**src/rtl/ni_injector_if.sv**
```systemverilog
// Packet-in / flit-out / credit-return bundle between the core, the injector and
// the local router input port.
interface ni_injector_if #(
    parameter int NUM_ROUTERS      = 16,
    parameter int NUM_VC           = 4,
    parameter int FLITS_PER_PACKET = 4,
    parameter int DATA_WIDTH       = 32
);
    localparam int ROUTER_ID_BITS = $clog2(NUM_ROUTERS);
    localparam int VC_BITS        = $clog2(NUM_VC);

    logic                                   pkt_valid;
    logic                                   pkt_ready;
    logic [ROUTER_ID_BITS-1:0]              pkt_dest;
    logic [FLITS_PER_PACKET*DATA_WIDTH-1:0] pkt_payload;
    logic                                   flit_valid;
    logic [1:0]                             flit_type;
    logic [VC_BITS-1:0]                     flit_vc;
    logic [ROUTER_ID_BITS-1:0]              flit_src;
    logic [ROUTER_ID_BITS-1:0]              flit_dest;
    logic [DATA_WIDTH-1:0]                  flit_data;
    logic                                   credit_valid;
    logic [VC_BITS-1:0]                     credit_vc;
    logic                                   credit_err;

    modport master (
        output pkt_valid, pkt_dest, pkt_payload, credit_valid, credit_vc,
        input  pkt_ready, flit_valid, flit_type, flit_vc, flit_src, flit_dest,
               flit_data, credit_err
    );

    modport slave (
        input  pkt_valid, pkt_dest, pkt_payload, credit_valid, credit_vc,
        output pkt_ready, flit_valid, flit_type, flit_vc, flit_src, flit_dest,
               flit_data, credit_err
    );
endinterface

```
**src/rtl/ni_injector.sv**
```systemverilog
// Network-interface injector: allocates a fully drained VC per packet and
// serialises the packet into HEAD/BODY/TAIL flits under credit flow control.
module ni_injector #(
    parameter int NUM_ROUTERS      = 16,
    parameter int ROUTER_ID_BITS   = $clog2(NUM_ROUTERS),
    parameter int NUM_VC           = 4,
    parameter int VC_BITS          = $clog2(NUM_VC),
    parameter int BUF_DEPTH        = 4,
    parameter int FLITS_PER_PACKET = 4,
    parameter int DATA_WIDTH       = 32
) (
    input  logic                      clk,
    input  logic                      rst_n,
    input  logic [ROUTER_ID_BITS-1:0] my_router_id,
    ni_injector_if.slave              bus
);
    localparam int CNT_W = $clog2(BUF_DEPTH + 1);
    localparam int IDX_W = (FLITS_PER_PACKET > 2) ? $clog2(FLITS_PER_PACKET) : 1;
    localparam logic [CNT_W-1:0] CNT_FULL = CNT_W'(BUF_DEPTH);
    localparam logic [IDX_W-1:0] IDX_LAST = IDX_W'(FLITS_PER_PACKET - 1);
    localparam logic [1:0] FLIT_HEAD = 2'b01;
    localparam logic [1:0] FLIT_BODY = 2'b10;
    localparam logic [1:0] FLIT_TAIL = 2'b11;

    typedef enum logic [1:0] {
        IDLE  = 2'd0,
        ALLOC = 2'd1,
        SEND  = 2'd2
    } state_t;

    state_t                                 state_r;
    logic [VC_BITS-1:0]                     vc_r;
    logic [IDX_W-1:0]                       idx_r;
    logic [ROUTER_ID_BITS-1:0]              dest_r;
    logic [FLITS_PER_PACKET*DATA_WIDTH-1:0] payload_r;
    logic [CNT_W-1:0]                       credit_cnt_r [NUM_VC];
    logic                                   flit_valid_r;
    logic [1:0]                             flit_type_r;
    logic [VC_BITS-1:0]                     flit_vc_r;
    logic [ROUTER_ID_BITS-1:0]              flit_src_r;
    logic [ROUTER_ID_BITS-1:0]              flit_dest_r;
    logic [DATA_WIDTH-1:0]                  flit_data_r;
    logic                                   credit_err_r;

    logic                  alloc_ok_s;
    logic [VC_BITS-1:0]    alloc_vc_s;
    logic                  send_s;
    logic [VC_BITS-1:0]    send_vc_s;
    logic [IDX_W-1:0]      send_idx_s;
    logic [1:0]            send_type_s;
    logic [DATA_WIDTH-1:0] send_data_s;
    logic [CNT_W-1:0]      next_cnt_s [NUM_VC];
    logic                  overflow_s;

    // Lowest-index VC whose router buffer is completely drained.
    always_comb begin
        alloc_ok_s = 1'b0;
        alloc_vc_s = '0;
        for (int v = 0; v < NUM_VC; v++) begin
            if (!alloc_ok_s && (credit_cnt_r[v] == CNT_FULL)) begin
                alloc_ok_s = 1'b1;
                alloc_vc_s = VC_BITS'(v);
            end else begin
                alloc_vc_s = alloc_vc_s;
            end
        end
    end

    // Decide whether a flit leaves at this edge, on which VC and of which kind.
    always_comb begin
        send_s      = 1'b0;
        send_vc_s   = vc_r;
        send_idx_s  = idx_r;
        send_type_s = FLIT_BODY;
        case (state_r)
            ALLOC: begin
                if (alloc_ok_s) begin
                    send_s      = 1'b1;
                    send_vc_s   = alloc_vc_s;
                    send_idx_s  = '0;
                    send_type_s = FLIT_HEAD;
                end else begin
                    send_s = 1'b0;
                end
            end
            SEND: begin
                if (credit_cnt_r[vc_r] != '0) begin
                    send_s      = 1'b1;
                    send_type_s = (idx_r == IDX_LAST) ? FLIT_TAIL : FLIT_BODY;
                end else begin
                    send_s = 1'b0;
                end
            end
            default: begin
                send_s = 1'b0;
            end
        endcase
    end

    // Payload slice for the flit index being sent.
    always_comb begin
        send_data_s = '0;
        for (int k = 0; k < FLITS_PER_PACKET; k++) begin
            if (send_idx_s == IDX_W'(k)) begin
                send_data_s = payload_r[k*DATA_WIDTH +: DATA_WIDTH];
            end else begin
                send_data_s = send_data_s;
            end
        end
    end

    // Credit bookkeeping; a credit beyond full saturates and is flagged.
    always_comb begin
        overflow_s = 1'b0;
        for (int v = 0; v < NUM_VC; v++) begin
            next_cnt_s[v] = credit_cnt_r[v];
            if (bus.credit_valid && (bus.credit_vc == VC_BITS'(v)) &&
                !(send_s && (send_vc_s == VC_BITS'(v)))) begin
                if (credit_cnt_r[v] == CNT_FULL) begin
                    overflow_s = 1'b1;
                end else begin
                    next_cnt_s[v] = credit_cnt_r[v] + CNT_W'(1);
                end
            end else if (send_s && (send_vc_s == VC_BITS'(v)) &&
                         !(bus.credit_valid && (bus.credit_vc == VC_BITS'(v)))) begin
                next_cnt_s[v] = credit_cnt_r[v] - CNT_W'(1);
            end else begin
                next_cnt_s[v] = credit_cnt_r[v];
            end
        end
    end

    // Packet FSM, credit counters and registered flit outputs.
    always_ff @(posedge clk or negedge rst_n) begin
        if (!rst_n) begin
            state_r      <= IDLE;
            vc_r         <= '0;
            idx_r        <= '0;
            dest_r       <= '0;
            payload_r    <= '0;
            for (int v = 0; v < NUM_VC; v++) begin
                credit_cnt_r[v] <= CNT_FULL;
            end
            flit_valid_r <= 1'b0;
            flit_type_r  <= 2'b00;
            flit_vc_r    <= '0;
            flit_src_r   <= '0;
            flit_dest_r  <= '0;
            flit_data_r  <= '0;
            credit_err_r <= 1'b0;
        end else begin
            credit_cnt_r <= next_cnt_s;
            credit_err_r <= overflow_s;
            flit_valid_r <= send_s;
            if (send_s) begin
                flit_type_r <= send_type_s;
                flit_vc_r   <= send_vc_s;
                flit_src_r  <= my_router_id;
                flit_dest_r <= dest_r;
                flit_data_r <= send_data_s;
            end else begin
                flit_type_r <= flit_type_r;
            end
            case (state_r)
                IDLE: begin
                    if (bus.pkt_valid) begin
                        dest_r    <= bus.pkt_dest;
                        payload_r <= bus.pkt_payload;
                        idx_r     <= '0;
                        state_r   <= ALLOC;
                    end else begin
                        state_r <= IDLE;
                    end
                end
                ALLOC: begin
                    if (alloc_ok_s) begin
                        vc_r    <= alloc_vc_s;
                        idx_r   <= IDX_W'(1);
                        state_r <= SEND;
                    end else begin
                        state_r <= ALLOC;
                    end
                end
                SEND: begin
                    if (send_s) begin
                        idx_r   <= idx_r + IDX_W'(1);
                        state_r <= (idx_r == IDX_LAST) ? IDLE : SEND;
                    end else begin
                        state_r <= SEND;
                    end
                end
                default: begin
                    state_r <= IDLE;
                end
            endcase
        end
    end

    assign bus.pkt_ready  = (state_r == IDLE);
    assign bus.flit_valid = flit_valid_r;
    assign bus.flit_type  = flit_type_r;
    assign bus.flit_vc    = flit_vc_r;
    assign bus.flit_src   = flit_src_r;
    assign bus.flit_dest  = flit_dest_r;
    assign bus.flit_data  = flit_data_r;
    assign bus.credit_err = credit_err_r;

endmodule

```
**src/flat_wrapper.sv**
```systemverilog
// flat-port wrapper written by rule: the top's interface ports become plain ports
module ni_injector_flat 
#(
    parameter int NUM_ROUTERS      = 16,
    parameter int ROUTER_ID_BITS   = $clog2(NUM_ROUTERS),
    parameter int NUM_VC           = 4,
    parameter int VC_BITS          = $clog2(NUM_VC),
    parameter int BUF_DEPTH        = 4,
    parameter int FLITS_PER_PACKET = 4,
    parameter int DATA_WIDTH       = 32
)
  (clk, rst_n, my_router_id, bus_pkt_valid, bus_pkt_dest, bus_pkt_payload, bus_credit_valid, bus_credit_vc, bus_pkt_ready, bus_flit_valid, bus_flit_type, bus_flit_vc, bus_flit_src, bus_flit_dest, bus_flit_data, bus_credit_err);
  ni_injector_if #(.NUM_ROUTERS(NUM_ROUTERS), .NUM_VC(NUM_VC), .FLITS_PER_PACKET(FLITS_PER_PACKET), .DATA_WIDTH(DATA_WIDTH)) bus_i ();
  input  logic clk;
  input  logic rst_n;
  input  logic [ROUTER_ID_BITS-1:0] my_router_id;
  input wire logic [$bits(bus_i.pkt_valid)-1:0] bus_pkt_valid;
  input wire logic [$bits(bus_i.pkt_dest)-1:0] bus_pkt_dest;
  input wire logic [$bits(bus_i.pkt_payload)-1:0] bus_pkt_payload;
  input wire logic [$bits(bus_i.credit_valid)-1:0] bus_credit_valid;
  input wire logic [$bits(bus_i.credit_vc)-1:0] bus_credit_vc;
  output wire logic [$bits(bus_i.pkt_ready)-1:0] bus_pkt_ready;
  output wire logic [$bits(bus_i.flit_valid)-1:0] bus_flit_valid;
  output wire logic [$bits(bus_i.flit_type)-1:0] bus_flit_type;
  output wire logic [$bits(bus_i.flit_vc)-1:0] bus_flit_vc;
  output wire logic [$bits(bus_i.flit_src)-1:0] bus_flit_src;
  output wire logic [$bits(bus_i.flit_dest)-1:0] bus_flit_dest;
  output wire logic [$bits(bus_i.flit_data)-1:0] bus_flit_data;
  output wire logic [$bits(bus_i.credit_err)-1:0] bus_credit_err;
  assign bus_i.pkt_valid = bus_pkt_valid;
  assign bus_i.pkt_dest = bus_pkt_dest;
  assign bus_i.pkt_payload = bus_pkt_payload;
  assign bus_i.credit_valid = bus_credit_valid;
  assign bus_i.credit_vc = bus_credit_vc;
  assign bus_pkt_ready = bus_i.pkt_ready;
  assign bus_flit_valid = bus_i.flit_valid;
  assign bus_flit_type = bus_i.flit_type;
  assign bus_flit_vc = bus_i.flit_vc;
  assign bus_flit_src = bus_i.flit_src;
  assign bus_flit_dest = bus_i.flit_dest;
  assign bus_flit_data = bus_i.flit_data;
  assign bus_credit_err = bus_i.credit_err;
  ni_injector #(.NUM_ROUTERS(NUM_ROUTERS), .ROUTER_ID_BITS(ROUTER_ID_BITS), .NUM_VC(NUM_VC), .VC_BITS(VC_BITS), .BUF_DEPTH(BUF_DEPTH), .FLITS_PER_PACKET(FLITS_PER_PACKET), .DATA_WIDTH(DATA_WIDTH)) u_core (.clk(clk), .rst_n(rst_n), .my_router_id(my_router_id), .bus(bus_i));
endmodule
```
**config.mk**
```make
export PLATFORM = sky130hd
export DESIGN_NAME = ni_injector_flat
export DESIGN_NICKNAME = d
export VERILOG_FILES = /design/src/rtl/ni_injector_if.sv /design/src/rtl/ni_injector.sv /design/src/flat_wrapper.sv
export SDC_FILE = /design/constraint.sdc
export NUM_CORES = 1
export LEC_CHECK = 0
export CAP_MARGIN = 25
export CORE_MARGIN = 5
export CORE_UTILIZATION = 25
export DETAILED_ROUTE_END_ITERATION = 6
export PLACE_DENSITY = 0.55
export SLEW_MARGIN = 0
export SYNTH_ARGS = -nofsm -noshare
export SYNTH_HDL_FRONTEND = slang
export SYNTH_SLANG_ARGS = --single-unit
```
**constraint.sdc**
```tcl
create_clock -name clk -period 8.5 [get_ports clk]
set_clock_uncertainty 0.15 [all_clocks]
set_input_delay 1.7 -clock clk [delete_from_list [all_inputs] [get_ports clk]]
set_output_delay 1.7 -clock clk [all_outputs]
set_load 0.01 [all_outputs]
```
* After elaboration in Yosys (flattened, before gate mapping)
Index checks and enable logic that the tools add are counted.
** Cells by class
- Muxes and demuxes :: 53
- $add $sub $neg :: 9
- Order comparisons :: 1
- Eq/ne operators :: 23
- Bitwise gates (word level) :: 1
- Reductions and logical operators :: 46
** Operators with widths (count)
- 32-bit two-way mux :: 4
- 3-bit two-way mux :: 14
- 2-bit two-way mux :: 14
- 1-bit logical AND :: 19
- 2-bit equality test (second input constant) :: 8
- 1-bit two-way mux :: 16
- 3-bit by 1-bit adder with 3-bit output (second input constant) :: 4
- 3-bit equality test (second input constant) :: 4
- 2-bit one-hot mux with 3 select lines :: 2
- 3-bit by 1-bit subtractor with 3-bit output (second input constant) :: 4
- 1-bit logical NOT :: 11
- 2-bit inequality test (second input constant) :: 5
- 2-bit AND reduction :: 5
- 2-bit by 1-bit equality test with 1-bit output (second input constant) :: 4
- 2-bit logical NOT :: 4
- 2-bit nonzero test :: 4
- 3-bit binary-select mux with 2-bit select :: 1
- 3-bit nonzero test :: 2
- 2-bit by 1-bit inequality test with 1-bit output (second input constant) :: 2
- 2-bit one-hot mux with 2 select lines :: 1
- 4-bit AND reduction :: 1
- 3-bit greater-or-equal comparator (second input constant) :: 1
- 2-bit NOT with 3-bit output :: 1
- 2-bit by 1-bit adder with 2-bit output (second input constant) :: 1
- 1-bit one-hot mux with 2 select lines :: 1
** Word-level totals
- Input bits :: 142
- Register bits :: 196
- Output and inout port bits :: 47

* Logic depth before layout (Yosys ltp)
Gate-level depths: netlist of the first run.
- Word-level depth :: 24
- Mapped depth :: 12
- Depth with buffers taken out :: 12

* Worst setup path after synthesis of the first run
Ideal clock, no wire load.
- Kind :: input-to-reg
- From :: in bus_credit_vc[0]
- To :: reg u_core.credit_cnt_r[5] (netlist name)
- Library setup time :: 0.075 ns
- Arrival time :: 3.087 ns
- Path slack :: 5.188 ns
- Required time :: 8.275 ns
- Buffers on the path :: 0
- Stages on the path :: 6
- Cell sequence :: nand3b_1 or2_2 fa_1 nand2b_1 mux2i_1 xor2_1
** On the way
- Longest elaborated chain between the ends :: 6
** Ends and longest elaborated chain
- start, declared :: line flat_wrapper.sv:21 : input wire logic [$bits(bus_i.credit_vc)-1:0] bus_credit_vc;
- 2-bit equality test (*) :: line ni_injector.sv:117, ni_injector.sv:125
- 1-bit logical AND (*) :: line ni_injector.sv:117, ni_injector.sv:125
- 1-bit logical NOT :: line ni_injector.sv:125 : !(bus.credit_valid && (bus.credit_vc == VC_BITS'(v)))) begin
- 1-bit logical AND :: line ni_injector.sv:124 : end else if (send_s && (send_vc_s == VC_BITS'(v)) &&
- 2-bit nonzero test (no source line)
- 2-bit AND reduction (no source line)
- end signal, assigned :: line ni_injector.sv:152 : credit_cnt_r <= next_cnt_s;
- end, declared :: line ni_injector.sv:36 : logic [CNT_W-1:0] credit_cnt_r [NUM_VC];
Mark *: on every way between the ends. The rest lies on a longest branch, timed or not.
A chain may end at the register's enable or synchronous reset.

==> impl_results.html, run 1 <==
<table>
<tr><th>Metric</th><th>Value</th></tr>
<tr><th colspan="2">Run status</th></tr>
<tr><td>Status</td><td>complete, no violations</td></tr>
<tr><th colspan="2">Route</th></tr>
<tr><td>Wire length the detailed router placed on met1</td><td>about 12,000 um</td></tr>
<tr><td>Total wire length</td><td>26,140 um</td></tr>
<tr><td>Remaining design rule violation count</td><td>0</td></tr>
<tr><td>DR WL met3</td><td>between 1000 and 1500 um</td></tr>
<tr><td>Total number of vias</td><td>around 6,600</td></tr>
<tr><td>Uppermost layer routed</td><td>met5</td></tr>
<tr><td>Initial detailed-routing violation count</td><td>~260</td></tr>
<tr><td>Met2 Wirelength</td><td>approximately 12,000 um</td></tr>
<tr><td>Router iterations before antenna repair</td><td>4</td></tr>
<tr><td>Antenna Violating Nets Remaining</td><td>0</td></tr>
<tr><td>Wire length per cell</td><td>~19 um</td></tr>
<tr><td>Detailed-route vias per instance</td><td>4.714</td></tr>
<tr><th colspan="2">Layout</th></tr>
<tr><td>Final layout net count</td><td>around 1,100</td></tr>
<tr><td>Number of inserted filler cells in the final layout</td><td>3,503</td></tr>
<tr><td>Layout Area Growth over Synthesis</td><td>33.01%</td></tr>
<tr><td>Fraction of the core area covered by cells at the end of the flow</td><td>about a third</td></tr>
<tr><td>Antenna Cells</td><td>0</td></tr>
<tr><td>Fraction of final layout cells with drive strength greater than 1</td><td>between 20% and 30%</td></tr>
<tr><th colspan="2">Timing</th></tr>
<tr><td>Fraction of the cycle the final worst path needs</td><td>a little under half</td></tr>
<tr><td>Max Slew Vio Count</td><td>0</td></tr>
<tr><td>Post-Route Setup TNS</td><td>0 ps</td></tr>
<tr><td>Actual slew at the worst max-slew pin</td><td>a little over 1000 ps</td></tr>
<tr><td>Fin. Hold Viols</td><td>0</td></tr>
<tr><td>Max Fclk</td><td>about 0.26 GHz</td></tr>
<tr><td>Relative slew margins</td><td>between 30% and 40%</td></tr>
<tr><td>Min cycle time layout</td><td>about 3900 ps</td></tr>
<tr><td>Unrepaired setup endpoints after global routing</td><td>false</td></tr>
<tr><td>Setup Viol. Count Final</td><td>0</td></tr>
<tr><th colspan="2">Clock tree</th></tr>
<tr><td>Total of hold buffers inserted after clock tree synthesis</td><td>0</td></tr>
<tr><td>TritonCTS Buffers</td><td>17</td></tr>
<tr><td>Total of cells resized after clock tree synthesis</td><td>0</td></tr>
<tr><td>Clock latency of the later-clocked register in the worst-skew pair</td><td>440 ps</td></tr>
<tr><td>Post-CTS Setup Bufs</td><td>0</td></tr>
<tr><td>Clock root cell</td><td>sky130_fd_sc_hd__clkbuf_16</td></tr>
<tr><td>Number of buffers between clock root and the deepest sink</td><td>2</td></tr>
<tr><td>Number of clock sinks</td><td>around 200</td></tr>
<tr><td>Reg clk slew, reported paths</td><td>about 80 ps</td></tr>
<tr><td>Clock tree from TritonCTS</td><td>done</td></tr>
<tr><td>Clock H-tree levels</td><td>4</td></tr>
<tr><th colspan="2">Synthesis</th></tr>
<tr><td>Number of distinct library cell variants in the gate-level netlist after synthesis</td><td>56</td></tr>
<tr><td>Async SR Flop Fraction</td><td>100.0%</td></tr>
<tr><td>Share of synthesized area occupied by flip-flops and latches</td><td>~55%</td></tr>
<tr><td>Synthesized Nets</td><td>between 900 and 1,000</td></tr>
<tr><td>Dominant synthesized flop cell</td><td>sky130_fd_sc_hd__dfrtp_1</td></tr>
<tr><td>Cell type with the largest total area after synthesis</td><td>sky130_fd_sc_hd__dfrtp_1</td></tr>
<tr><td>Synth Cell Area</td><td>~0.009 mm^2</td></tr>
<tr><td>Area fraction of the dominant cell type after synthesis</td><td>between 50% and 60%</td></tr>
<tr><td>Ys Warns</td><td>0</td></tr>
<tr><td>Most frequent cell after synthesis</td><td>sky130_fd_sc_hd__dfrtp_1</td></tr>
<tr><td>Number of flops mapped to enable cells by yosys</td><td>0</td></tr>
<tr><td>Mean instance size in the synthesized netlist</td><td>11.95 um^2</td></tr>
<tr><td>Flip-flop and latch count after synthesis</td><td>slightly below 200</td></tr>
<tr><td>Most used standard cells in the synthesized netlist</td><td>sky130_fd_sc_hd__dfrtp_1, sky130_fd_sc_hd__mux2_2, sky130_fd_sc_hd__nand2_1, sky130_fd_sc_hd__nor2_1, sky130_fd_sc_hd__o21ai_0</td></tr>
<tr><td>Top cells by area, synth</td><td>sky130_fd_sc_hd__dfrtp_1, sky130_fd_sc_hd__mux2_2, sky130_fd_sc_hd__a221oi_1, sky130_fd_sc_hd__a21o_1, sky130_fd_sc_hd__o21ai_0</td></tr>
<tr><td>Synthesized instance count</td><td>between 700 and 800</td></tr>
<tr><th colspan="2">Setup path</th></tr>
<tr><td>Crit path launch type</td><td>flip-flop</td></tr>
<tr><td>Gate family responsible for the most delay along the worst path</td><td>buffers and inverters</td></tr>
<tr><td>Critical path endpoint category</td><td>flip-flop</td></tr>
<tr><td>Required time at the endpoint of the critical path</td><td>approximately 8700 ps</td></tr>
<tr><td>Crit-path max cell delay</td><td>750 ps</td></tr>
<tr><td>Arrival time at the worst endpoint</td><td>~4000 ps</td></tr>
<tr><td>Critical Path Fanout Max</td><td>26</td></tr>
<tr><td>Cell at the slowest stage of the critical path</td><td>sky130_fd_sc_hd__nor4_1</td></tr>
<tr><td>CP Cell Sequence</td><td>inv_1, ha_1, inv_1, nor4_1, o31ai_4, buf_4, inv_2, buf_12, nand3_1, nand2_1, fa_1, mux2_1</td></tr>
<tr><td>WP buf/inv</td><td>5</td></tr>
<tr><td>Number of logic stages on the critical path including buffering</td><td>12</td></tr>
<tr><td>Cell count of the worst reg-to-reg path</td><td>12</td></tr>
<tr><td>Cell with the most instances on the worst path</td><td>sky130_fd_sc_hd__inv_1</td></tr>
<tr><td>Setup Crit Path Kind</td><td>flip-flop to flip-flop</td></tr>
<tr><th colspan="2">Global route</th></tr>
<tr><td>Global Route Usage Sum</td><td>between 10% and 20%</td></tr>
<tr><td>Initial antenna violation count</td><td>1</td></tr>
<tr><td>Vias in the first global route</td><td>just under 7,000</td></tr>
<tr><td>Wire length of the first global-routing pass</td><td>~40,000 um</td></tr>
<tr><td>Pin count of the biggest net entering global routing</td><td>70</td></tr>
<tr><td>GR Overflow Total</td><td>0</td></tr>
<tr><th colspan="2">Place</th></tr>
<tr><td>Number of port buffers</td><td>approximately 190</td></tr>
<tr><td>Gpl congestion</td><td>0.7389</td></tr>
<tr><td>HPWL after DPL</td><td>17,170 um</td></tr>
<tr><th colspan="2">Floorplanning</th></tr>
<tr><td>Initial Util</td><td>about a quarter</td></tr>
<tr><td>Ports placed on the boundary</td><td>189</td></tr>
<tr><td>Total die area</td><td>0.03979 mm^2</td></tr>
<tr><td>Number of core rows</td><td>69</td></tr>
<tr><td>Horizontal die dimension</td><td>about 200 um</td></tr>
<tr><td>DIE HEIGHT</td><td>between 150 and 200 um</td></tr>
<tr><td>Core Box Area</td><td>0.03548 mm^2</td></tr>
<tr><th colspan="2">Power and ir drop</th></tr>
<tr><td>Leakage component of the power</td><td>slightly below 5 nW</td></tr>
<tr><td>Worst voltage drop across the vdd grid</td><td>roughly 150 uV</td></tr>
<tr><td>Power density over cell area</td><td>about 370 mW/mm^2</td></tr>
<tr><th colspan="2">Flow run</th></tr>
<tr><td>Max Cap Violations</td><td>0</td></tr>
<tr><th colspan="2">Worst hold path</th></tr>
<tr><td>Min-Delay Path Class</td><td>flip-flop to flip-flop</td></tr>
<tr><td>Number of cells on the worst hold path</td><td>2</td></tr>
</table>
-- per-stage QoR --
stage / std cells / instance area (um^2) / worst slack, ps / hold slack (ps) / power (W)
after detailed placement: 1359 / 11360 / 4222 / 305.6 / 0.003613
after global placement: 1359 / 11360 / 4367 / 288.3 / 0.003557
after global routing: 1392 / 11940 / 4350 / 360.2 / 0.004705
after CTS: 1391 / 11920 / 4217 / 322.9 / 0.004440
after floorplan: 751 / 8976 / 5188 / 283.1 / 0.002872
final: 1392 / 11940 / 4579 / 317.9 / 0.004372
-- worst min-delay path: cells and delay by family (launching register included) --
family / cells / cell delay, ps
simple gates: 2 / 100
flops: 1 / 340
-- layout by cell type, fill, tap and decap left out, drive strengths merged, types with 2 or more instances in the layout --
cell type and instances:
a221oi 30, a21oi 7, nor4 4, o31ai 4, xnor2 3, mux2i 6
ha 5, nand2b 30, dfstp 4, nor4b 2, o21ai 43, mux2 138
nor2 41, and3 3, and2 2, nor3b 7, or3b 5, a31oi 31
clkbuf 18, inv 19, nand2 42, nor3 2, clkinv 3, nand3 33
clkdlybuf4s50 187, clkinvlp 2, dfrtp 192, fa 4, o221ai 2, buf 12
a22o 3, nand3b 2, a21o 29, o211ai 2
-- final cells by class --
cell class                 instances  area [um^2]  area share [%]
sequential                       196         4912           41.14
multi-input combinational        494         3869           32.40
timing repair buffer             200         1988           16.65
tap                              461        576.8           4.831
clock buffer                      17        425.4           3.563
clock inverter                    15        133.9           1.121
inverter                           9        33.78          0.2830
-- flip-flops by register name, summed over array words and instances, names as in the netlist --
| register | flops |
|---|---|
| u_core.idx_r | 2 |
| u_core.bus.flit_src | 4 |
| u_core.bus.flit_valid | 1 |
| u_core.bus.credit_err | 1 |
| u_core.vc_r | 2 |
| u_core.bus.flit_dest | 4 |
| u_core.bus.flit_vc | 2 |
| u_core.payload_r | 128 |
| u_core.dest_r | 4 |
| u_core.credit_cnt_r | 12 |
| u_core.bus.flit_data | 32 |
| u_core.bus.flit_type | 2 |
| u_core.state_r | 2 |
-- cells by family (layout without fill, tap and decap cells) --
kind of cell	after synthesis	count (layout)	share of synthesized area [%]
flops	196	196	54.70
mux	144	144	17.98
compound gates	159	159	12.60
simple gates	178	178	10.18
buf+inv	61	241	2.565
fa+ha+maj	9	9	1.589
xor+xnor	4	4	0.3904
-- power breakdown --
| part | total (W) | switching, W | internal (W) |
|---|---|---|---|
| Sequential | 0.00171 | 0.000294 | 0.00141 |
| Combinational | 0.00186 | 0.000929 | 0.000934 |
| Clock | 0.000803 | 0.000413 | 0.000389 |
-- worst paths after layout --
check	start	slack, ps	end
worst max-delay path	u_core.state_r[0]	4580	u_core.credit_cnt_r[1]
worst min-delay path	u_core.dest_r[1]	320	u_core.bus.flit_dest[1]
worst max register to register	u_core.state_r[0]	4580	u_core.credit_cnt_r[1]
worst min register to register	u_core.dest_r[1]	320	u_core.bus.flit_dest[1]
max in group asynchronous	rst_n	5710	u_core.idx_r[1]
min in group asynchronous	rst_n	1090	u_core.credit_cnt_r[3]
-- routing by layer --
layer | track usage (%) | vias to the layer above
li1 | - | 3060
met4 | 3.069 | 2
met2 | 20.64 | 154
met1 | 18.25 | 3330
met3 | 3.271 | 16
met5 | 0 | -
(Power assumes the default switching activity.)
==> run 2: changes to the inputs <==
--- a/config.mk
+++ b/config.mk
@@ -9,7 +9,7 @@
 export CORE_MARGIN = 5
 export CORE_UTILIZATION = 25
 export DETAILED_ROUTE_END_ITERATION = 6
-export PLACE_DENSITY = 0.55
+export PLACE_DENSITY = 0.57
 export SLEW_MARGIN = 0
 export SYNTH_ARGS = -nofsm -noshare
 export SYNTH_HDL_FRONTEND = slang
==> constraint.sdc (replaced) <==
create_clock -name clk -period 3.59 [get_ports clk]
set_clock_uncertainty 0.15 [all_clocks]
set_input_delay 0.718 -clock clk [delete_from_list [all_inputs] [get_ports clk]]
set_output_delay 0.718 -clock clk [all_outputs]
set_load 0.01 [all_outputs]
==> impl_results.html, run 2 (synthesis gave the netlist of run 1 again) <==
<table>
<tr><th>Metric</th><th>Value</th></tr>
<tr><th colspan="2">Layout</th></tr>
<tr><td>Layout Area Growth over Synthesis</td><td>34.88%</td></tr>
<tr><td>Flip-flop count of the largest register after layout</td><td>about 130</td></tr>
<tr><td>Most frequent standard cell in the layout excluding fill and tap cells</td><td>sky130_fd_sc_hd__dfrtp_1</td></tr>
<tr><td>Register with the most flip-flops</td><td>u_core.payload_r</td></tr>
<tr><td>Fraction of the core area covered by cells at the end of the flow</td><td>34.12%</td></tr>
<tr><td>Fraction of final layout cells with drive strength greater than 1</td><td>22.92%</td></tr>
<tr><td>Commonest cells after routing, fill and taps aside</td><td>sky130_fd_sc_hd__dfrtp_1, sky130_fd_sc_hd__clkdlybuf4s50_1, sky130_fd_sc_hd__mux2_2</td></tr>
<tr><td>Final layout net count</td><td>between 1,000 and 1,500</td></tr>
<tr><th colspan="2">Place</th></tr>
<tr><td>Number of port buffers</td><td>roughly 190</td></tr>
<tr><td>HPWL after DPL</td><td>between 15,000 and 20,000 um</td></tr>
<tr><td>Gpl congestion</td><td>0.7265</td></tr>
<tr><th colspan="2">Timing</th></tr>
<tr><td>Fraction of the cycle the final worst path needs</td><td>85.75%</td></tr>
<tr><td>Fin. Hold Viols</td><td>0</td></tr>
<tr><td>Post-Route Setup TNS</td><td>0 ps</td></tr>
<tr><td>Max Slew Vio Count</td><td>0</td></tr>
<tr><td>Relative slew margins</td><td>between 50 and 60%</td></tr>
<tr><td>Setup Viol. Count Final</td><td>0</td></tr>
<tr><td>Actual slew at the worst max-slew pin</td><td>~720 ps</td></tr>
<tr><td>Unrepaired setup endpoints after global routing</td><td>false</td></tr>
<tr><td>Min cycle time layout</td><td>about 3100 ps</td></tr>
<tr><td>Max Fclk</td><td>~0.32 GHz</td></tr>
<tr><th colspan="2">Setup path</th></tr>
<tr><td>CP Cell Sequence</td><td>or3b_1, a21oi_1, a2bb2oi_2, nor3_2, or2_2, fa_1, nand2b_1, mux2i_1, xor2_1</td></tr>
<tr><td>Crit-path max cell delay</td><td>~570 ps</td></tr>
<tr><td>Critical path endpoint category</td><td>flip-flop</td></tr>
<tr><td>Crit path launch type</td><td>flip-flop</td></tr>
<tr><td>Gate family responsible for the most delay along the worst path</td><td>simple AND/OR/NAND/NOR gates</td></tr>
<tr><td>WP buf/inv</td><td>0</td></tr>
<tr><td>Required time at the endpoint of the critical path</td><td>between 3000 and 4000 ps</td></tr>
<tr><td>Setup Crit Path Kind</td><td>flip-flop to flip-flop</td></tr>
<tr><td>Startpoint of the worst register-to-register path</td><td>u_core.credit_cnt_r[8]</td></tr>
<tr><td>Arrival time at the worst endpoint</td><td>roughly 3300 ps</td></tr>
<tr><td>Critical path launch point</td><td>u_core.credit_cnt_r[8]</td></tr>
<tr><td>Critical Path Fanout Max</td><td>8</td></tr>
<tr><td>Cell at the slowest stage of the critical path</td><td>sky130_fd_sc_hd__dfstp_2</td></tr>
<tr><th colspan="2">Global route</th></tr>
<tr><td>Pin count of the biggest net entering global routing</td><td>slightly below 70</td></tr>
<tr><td>Wire length of the first global-routing pass</td><td>a little over 40,000 um</td></tr>
<tr><td>Global Route Usage Sum</td><td>between 10% and 20%</td></tr>
<tr><td>Vias in the first global route</td><td>about 6,900</td></tr>
<tr><td>Initial antenna violation count</td><td>2</td></tr>
<tr><td>GR Overflow Total</td><td>0</td></tr>
<tr><th colspan="2">Clock tree</th></tr>
<tr><td>Total of hold buffers inserted after clock tree synthesis</td><td>0</td></tr>
<tr><td>Total of cells resized after clock tree synthesis</td><td>0</td></tr>
<tr><td>Post-CTS Setup Bufs</td><td>0</td></tr>
<tr><td>Number of buffers between clock root and the deepest sink</td><td>2</td></tr>
<tr><td>Clock root cell</td><td>sky130_fd_sc_hd__clkbuf_16</td></tr>
<tr><td>TritonCTS Buffers</td><td>17</td></tr>
<tr><td>Clock latency of the later-clocked register in the worst-skew pair</td><td>around 450 ps</td></tr>
<tr><td>Clock H-tree levels</td><td>4</td></tr>
<tr><td>Reg clk slew, reported paths</td><td>~80 ps</td></tr>
<tr><td>Number of clock sinks</td><td>196</td></tr>
<tr><td>Clock tree from TritonCTS</td><td>done</td></tr>
<tr><th colspan="2">Route</th></tr>
<tr><td>Detailed-route vias per instance</td><td>4.700</td></tr>
<tr><td>Router iterations before antenna repair</td><td>5</td></tr>
<tr><td>Initial detailed-routing violation count</td><td>about 320</td></tr>
<tr><td>Remaining design rule violation count</td><td>0</td></tr>
<tr><td>Wire length per cell</td><td>between 15 and 20 um</td></tr>
<tr><td>Total number of vias</td><td>6,584</td></tr>
<tr><td>Total wire length</td><td>between 20,000 and 30,000 um</td></tr>
<tr><td>Antenna Violating Nets Remaining</td><td>0</td></tr>
<tr><th colspan="2">Floorplanning</th></tr>
<tr><td>Number of core rows</td><td>between 60 and 70</td></tr>
<tr><td>DIE HEIGHT</td><td>199.5 um</td></tr>
<tr><td>Total die area</td><td>around 0.040 mm^2</td></tr>
<tr><td>Ports placed on the boundary</td><td>about 190</td></tr>
<tr><td>Core Box Area</td><td>about 0.035 mm^2</td></tr>
<tr><td>Horizontal die dimension</td><td>approximately 200 um</td></tr>
<tr><td>Initial Util</td><td>between 20% and 30%</td></tr>
<tr><th colspan="2">Power and ir drop</th></tr>
<tr><td>Leakage component of the power</td><td>between 4 and 5 nW</td></tr>
<tr><td>Power density over cell area</td><td>around 870 mW/mm^2</td></tr>
<tr><td>Worst voltage drop across the vdd grid</td><td>just under 500 uV</td></tr>
<tr><th colspan="2">Worst hold path</th></tr>
<tr><td>Min-Delay Path Class</td><td>input pin to asynchronous set/reset pin</td></tr>
<tr><th colspan="2">Flow run</th></tr>
<tr><td>Max Cap Violations</td><td>0</td></tr>
<tr><th colspan="2">Run status</th></tr>
<tr><td>Status</td><td>complete, no violations</td></tr>
</table>
-- run 2: cell count changes in the layout (fill, tap and decap cells not counted) --
cell,previous run,this run
sky130_fd_sc_hd__buf_12,1,5
sky130_fd_sc_hd__buf_4,11,14
sky130_fd_sc_hd__bufinv_16,0,2
sky130_fd_sc_hd__clkbuf_8,1,2
sky130_fd_sc_hd__clkinv_2,2,0
sky130_fd_sc_hd__clkinv_4,1,3
sky130_fd_sc_hd__clkinvlp_4,2,0
sky130_fd_sc_hd__diode_2,0,2
sky130_fd_sc_hd__inv_6,5,3
sky130_fd_sc_hd__inv_8,5,6
-- run 2: path summary, 6_finish.rpt --
kind	endpoint	slack (ps)	cells past startpoint
min	u_core.vc_r[1]	120	1
max reg2reg	u_core.credit_cnt_r[5]	510	9
min in group clk	u_core.bus.flit_dest[2]	310	2
max in group asynchronous	u_core.payload_r[8]	2360	2
min reg2reg	u_core.bus.flit_dest[2]	310	2
max	u_core.credit_cnt_r[5]	510	9
-- run 2: final cells by class --
cell class | count | area [um^2]
diodes | 2 | 5.005
clock buffers | 18 | 439.2
clock inverters | 14 | 180.2
fillers | 3506 | 23380
inverters | 9 | 33.78
multi-input cells | 494 | 3869
flip-flops and latches | 196 | 4912
well taps | 461 | 576.8
repair buffers | 207 | 2091
-- run 2: report_power, final --
part | internal, W | total, W | switching (W)
logic | 0.00225 | 0.00439 | 0.00215
clock network | 0.00109 | 0.00205 | 0.000964
registers | 0.00335 | 0.00409 | 0.000748
-- run 2: layer usage --
metal	track usage [%]	up-vias	wire, um
li1	-	3077	-
met1	17.83	3324	11790
met2	20.68	165	12290
met3	3.574	16	1499
met4	3.195	2	250
met5	0	-	20
-- run 2: through the flow --
stage	cells	power, W	instance area, um^2	worst slack (ps)	hold WS (ps)
after floorplan	751	0.006799	8976	671.2	272.4
after global placement	1367	0.008464	11480	571.5	292.1
after detailed placement	1367	0.008586	11480	540.2	296.6
after CTS	1399	0.01069	12100	521.7	120.7
after global routing	1400	0.01130	12100	273.7	142.7
final	1401	0.01054	12110	511.7	121.8
==> run 3: changes to the inputs <==
--- a/config.mk
+++ b/config.mk
@@ -9,7 +9,7 @@
 export CORE_MARGIN = 5
 export CORE_UTILIZATION = 25
 export DETAILED_ROUTE_END_ITERATION = 6
-export PLACE_DENSITY = 0.57
+export PLACE_DENSITY_LB_ADDON = 0.2
 export SLEW_MARGIN = 0
 export SYNTH_ARGS = -nofsm -noshare
 export SYNTH_HDL_FRONTEND = slang
==> impl_results.html, run 3 (synthesis gave the netlist of run 1 again) <==
<table>
<tr><th>Metric</th><th>Value</th></tr>
<tr><th colspan="2">Run status</th></tr>
<tr><td>Status</td><td>complete, no violations</td></tr>
<tr><th colspan="2">Route</th></tr>
<tr><td>Total number of vias</td><td>6,535</td></tr>
<tr><td>Remaining design rule violation count</td><td>0</td></tr>
<tr><td>Antenna Violating Nets Remaining</td><td>0</td></tr>
<tr><td>Total wire length</td><td>approximately 27,000 um</td></tr>
<tr><td>Router iterations before antenna repair</td><td>4</td></tr>
<tr><td>Wire length per cell</td><td>roughly 19 um</td></tr>
<tr><td>Detailed-route vias per instance</td><td>4.678</td></tr>
<tr><td>Initial detailed-routing violation count</td><td>between 200 and 300</td></tr>
<tr><th colspan="2">Worst hold path</th></tr>
<tr><td>Min-Delay Path Class</td><td>input pin to asynchronous set/reset pin</td></tr>
<tr><th colspan="2">Setup path</th></tr>
<tr><td>Required time at the endpoint of the critical path</td><td>3810 ps</td></tr>
<tr><td>Register-to-Register Setup Slack</td><td>a little under 400 ps</td></tr>
<tr><td>Setup Crit Path Kind</td><td>flip-flop to flip-flop</td></tr>
<tr><td>Crit path launch type</td><td>flip-flop</td></tr>
<tr><td>Critical Path Fanout Max</td><td>13</td></tr>
<tr><td>Critical path endpoint category</td><td>flip-flop</td></tr>
<tr><td>Arrival time at the worst endpoint</td><td>3410 ps</td></tr>
<tr><td>Cell count of the worst reg-to-reg path</td><td>10</td></tr>
<tr><th colspan="2">Floorplanning</th></tr>
<tr><td>Core Box Area</td><td>0.03548 mm^2</td></tr>
<tr><td>Ports placed on the boundary</td><td>between 150 and 200</td></tr>
<tr><td>Number of core rows</td><td>slightly below 70</td></tr>
<tr><td>DIE HEIGHT</td><td>about 200 um</td></tr>
<tr><td>Horizontal die dimension</td><td>about 200 um</td></tr>
<tr><td>Initial Util</td><td>around a quarter</td></tr>
<tr><td>Total die area</td><td>0.03979 mm^2</td></tr>
<tr><th colspan="2">Power and ir drop</th></tr>
<tr><td>Worst voltage drop across the vdd grid</td><td>around 430 uV</td></tr>
<tr><td>Leakage component of the power</td><td>~4.9 nW</td></tr>
<tr><td>Power density over cell area</td><td>872.8 mW/mm^2</td></tr>
<tr><td>PnR Total Power</td><td>around 0.011 W</td></tr>
<tr><th colspan="2">Clock tree</th></tr>
<tr><td>Clock H-tree levels</td><td>4</td></tr>
<tr><td>Number of buffers between clock root and the deepest sink</td><td>2</td></tr>
<tr><td>Number of clock sinks</td><td>around 200</td></tr>
<tr><td>Total of hold buffers inserted after clock tree synthesis</td><td>0</td></tr>
<tr><td>Clock latency of the later-clocked register in the worst-skew pair</td><td>approximately 440 ps</td></tr>
<tr><td>Reg clk slew, reported paths</td><td>about 70 ps</td></tr>
<tr><td>Clock root cell</td><td>sky130_fd_sc_hd__clkbuf_16</td></tr>
<tr><td>TritonCTS Buffers</td><td>17</td></tr>
<tr><td>Clock tree from TritonCTS</td><td>done</td></tr>
<tr><th colspan="2">Place</th></tr>
<tr><td>Number of port buffers</td><td>188</td></tr>
<tr><td>Total instance count after detailed placement</td><td>around 1,400</td></tr>
<tr><td>Setup slack after placement</td><td>about 110 ps</td></tr>
<tr><td>HPWL after DPL</td><td>roughly 18,000 um</td></tr>
<tr><td>Gpl congestion</td><td>between 0.7 and 0.8</td></tr>
<tr><th colspan="2">Layout</th></tr>
<tr><td>Commonest cells after routing, fill and taps aside</td><td>sky130_fd_sc_hd__dfrtp_1, sky130_fd_sc_hd__clkdlybuf4s50_1, sky130_fd_sc_hd__mux2_2</td></tr>
<tr><td>Most frequent standard cell in the layout excluding fill and tap cells</td><td>sky130_fd_sc_hd__dfrtp_1</td></tr>
<tr><td>Final layout net count</td><td>1,076</td></tr>
<tr><td>Antenna Cells</td><td>0</td></tr>
<tr><td>Flip-flop count of the largest register after layout</td><td>about 130</td></tr>
<tr><td>Fraction of final layout cells with drive strength greater than 1</td><td>a little under a quarter</td></tr>
<tr><td>Number of standard cells in the layout, taps in and fillers out</td><td>about 1,400</td></tr>
<tr><td>Layout Area Growth over Synthesis</td><td>34.97%</td></tr>
<tr><td>Number of inserted filler cells in the final layout</td><td>approximately 3,500</td></tr>
<tr><td>Register with the most flip-flops</td><td>u_core.payload_r</td></tr>
<tr><th colspan="2">Timing</th></tr>
<tr><td>Fin. Hold Viols</td><td>0</td></tr>
<tr><td>Setup WS post-layout</td><td>a little under 400 ps</td></tr>
<tr><td>Max Fclk</td><td>0.3131 GHz</td></tr>
<tr><td>Relative slew margins</td><td>between 40 and 50%</td></tr>
<tr><td>Min cycle time layout</td><td>approximately 3200 ps</td></tr>
<tr><td>Fraction of the cycle the final worst path needs</td><td>88.95%</td></tr>
<tr><td>Max Slew Vio Count</td><td>0</td></tr>
<tr><td>Post-Route Setup TNS</td><td>0 ps</td></tr>
<tr><td>Setup Viol. Count Final</td><td>0</td></tr>
<tr><td>Unrepaired setup endpoints after global routing</td><td>false</td></tr>
<tr><td>Minimum hold slack</td><td>approximately 200 ps</td></tr>
<tr><td>Actual slew at the worst max-slew pin</td><td>about 860 ps</td></tr>
<tr><th colspan="2">Global route</th></tr>
<tr><td>Global Route Usage Sum</td><td>a little over an eighth</td></tr>
<tr><td>Initial antenna violation count</td><td>3</td></tr>
<tr><td>Vias in the first global route</td><td>~7,000</td></tr>
<tr><td>Pin count of the biggest net entering global routing</td><td>86</td></tr>
<tr><td>GR Overflow Total</td><td>0</td></tr>
<tr><td>Wire length of the first global-routing pass</td><td>~41,000 um</td></tr>
<tr><th colspan="2">Flow run</th></tr>
<tr><td>Max Cap Violations</td><td>0</td></tr>
</table>
[run 3: metal layers]
layer / up-vias / global-route usage, % / routed length, um
li1: 3081 / - / -
met1: 3276 / 17.94 / 12120
met2: 147 / 21.87 / 12630
met3: 25 / 4.198 / 1578
met5: - / 0 / 34
met4: 6 / 3.296 / 278
[run 3: cell type report]
cell class                 count  area [um^2]  area share [%]
timing repair buffer         207         2103           17.36
clock inverter                11        152.6           1.260
tap                          461        576.8           4.761
clock buffer                  19        452.9           3.738
sequential                   196         4912           40.55
inverter                       9        33.78          0.2788
multi-input combinational    494         3884           32.06
[run 3: through the flow]
step	area (um^2)	utilization, %
final	12120	34.14
after global routing	12120	34.14
after CTS	12100	34.10
after detailed placement	11490	32.40
after global placement	11490	32.40
after floorplan	8976	-
[run 3: power by group]
group / leakage [nW] / switching (W) / internal, W / total [W]
combinational: 2.30 / 0.00219 / 0.00229 / 0.00447
sequential: 2.29 / 0.000715 / 0.00335 / 0.00406
clock: 0.300 / 0.000906 / 0.00113 / 0.00204
total: 4.89 / 0.00381 / 0.00677 / 0.0106
[run 3: worst max-delay path, stage by stage, from the launching register on]
cell and delay, ps:
sky130_fd_sc_hd__dfrtp_1 410, sky130_fd_sc_hd__inv_1 90, sky130_fd_sc_hd__ha_1 280, sky130_fd_sc_hd__nand2_1 80
sky130_fd_sc_hd__nor3_1 500, sky130_fd_sc_hd__o31ai_4 140, sky130_fd_sc_hd__buf_4 210, sky130_fd_sc_hd__o31ai_2 480
sky130_fd_sc_hd__fa_1 310, sky130_fd_sc_hd__mux2_2 340, sky130_fd_sc_hd__mux2i_1 130
[run 3: final timing paths]
| check | startpoint | endpoint |
|---|---|---|
| max in group asynchronous | rst_n | u_core.payload_r[42] |
| setup reg to reg | u_core.state_r[0] | u_core.credit_cnt_r[11] |
| hold reg to reg | u_core.dest_r[3] | u_core.bus.flit_dest[3] |
| hold / removal | rst_n | u_core.credit_cnt_r[9] |
| min in group clk | u_core.dest_r[3] | u_core.bus.flit_dest[3] |
| setup / recovery | u_core.state_r[0] | u_core.credit_cnt_r[11] |
[run 3: repair_timing]
item	CTS	global route
resized for setup	0	2
endpoints found under the setup margin	0	2
setup buffers	0	0
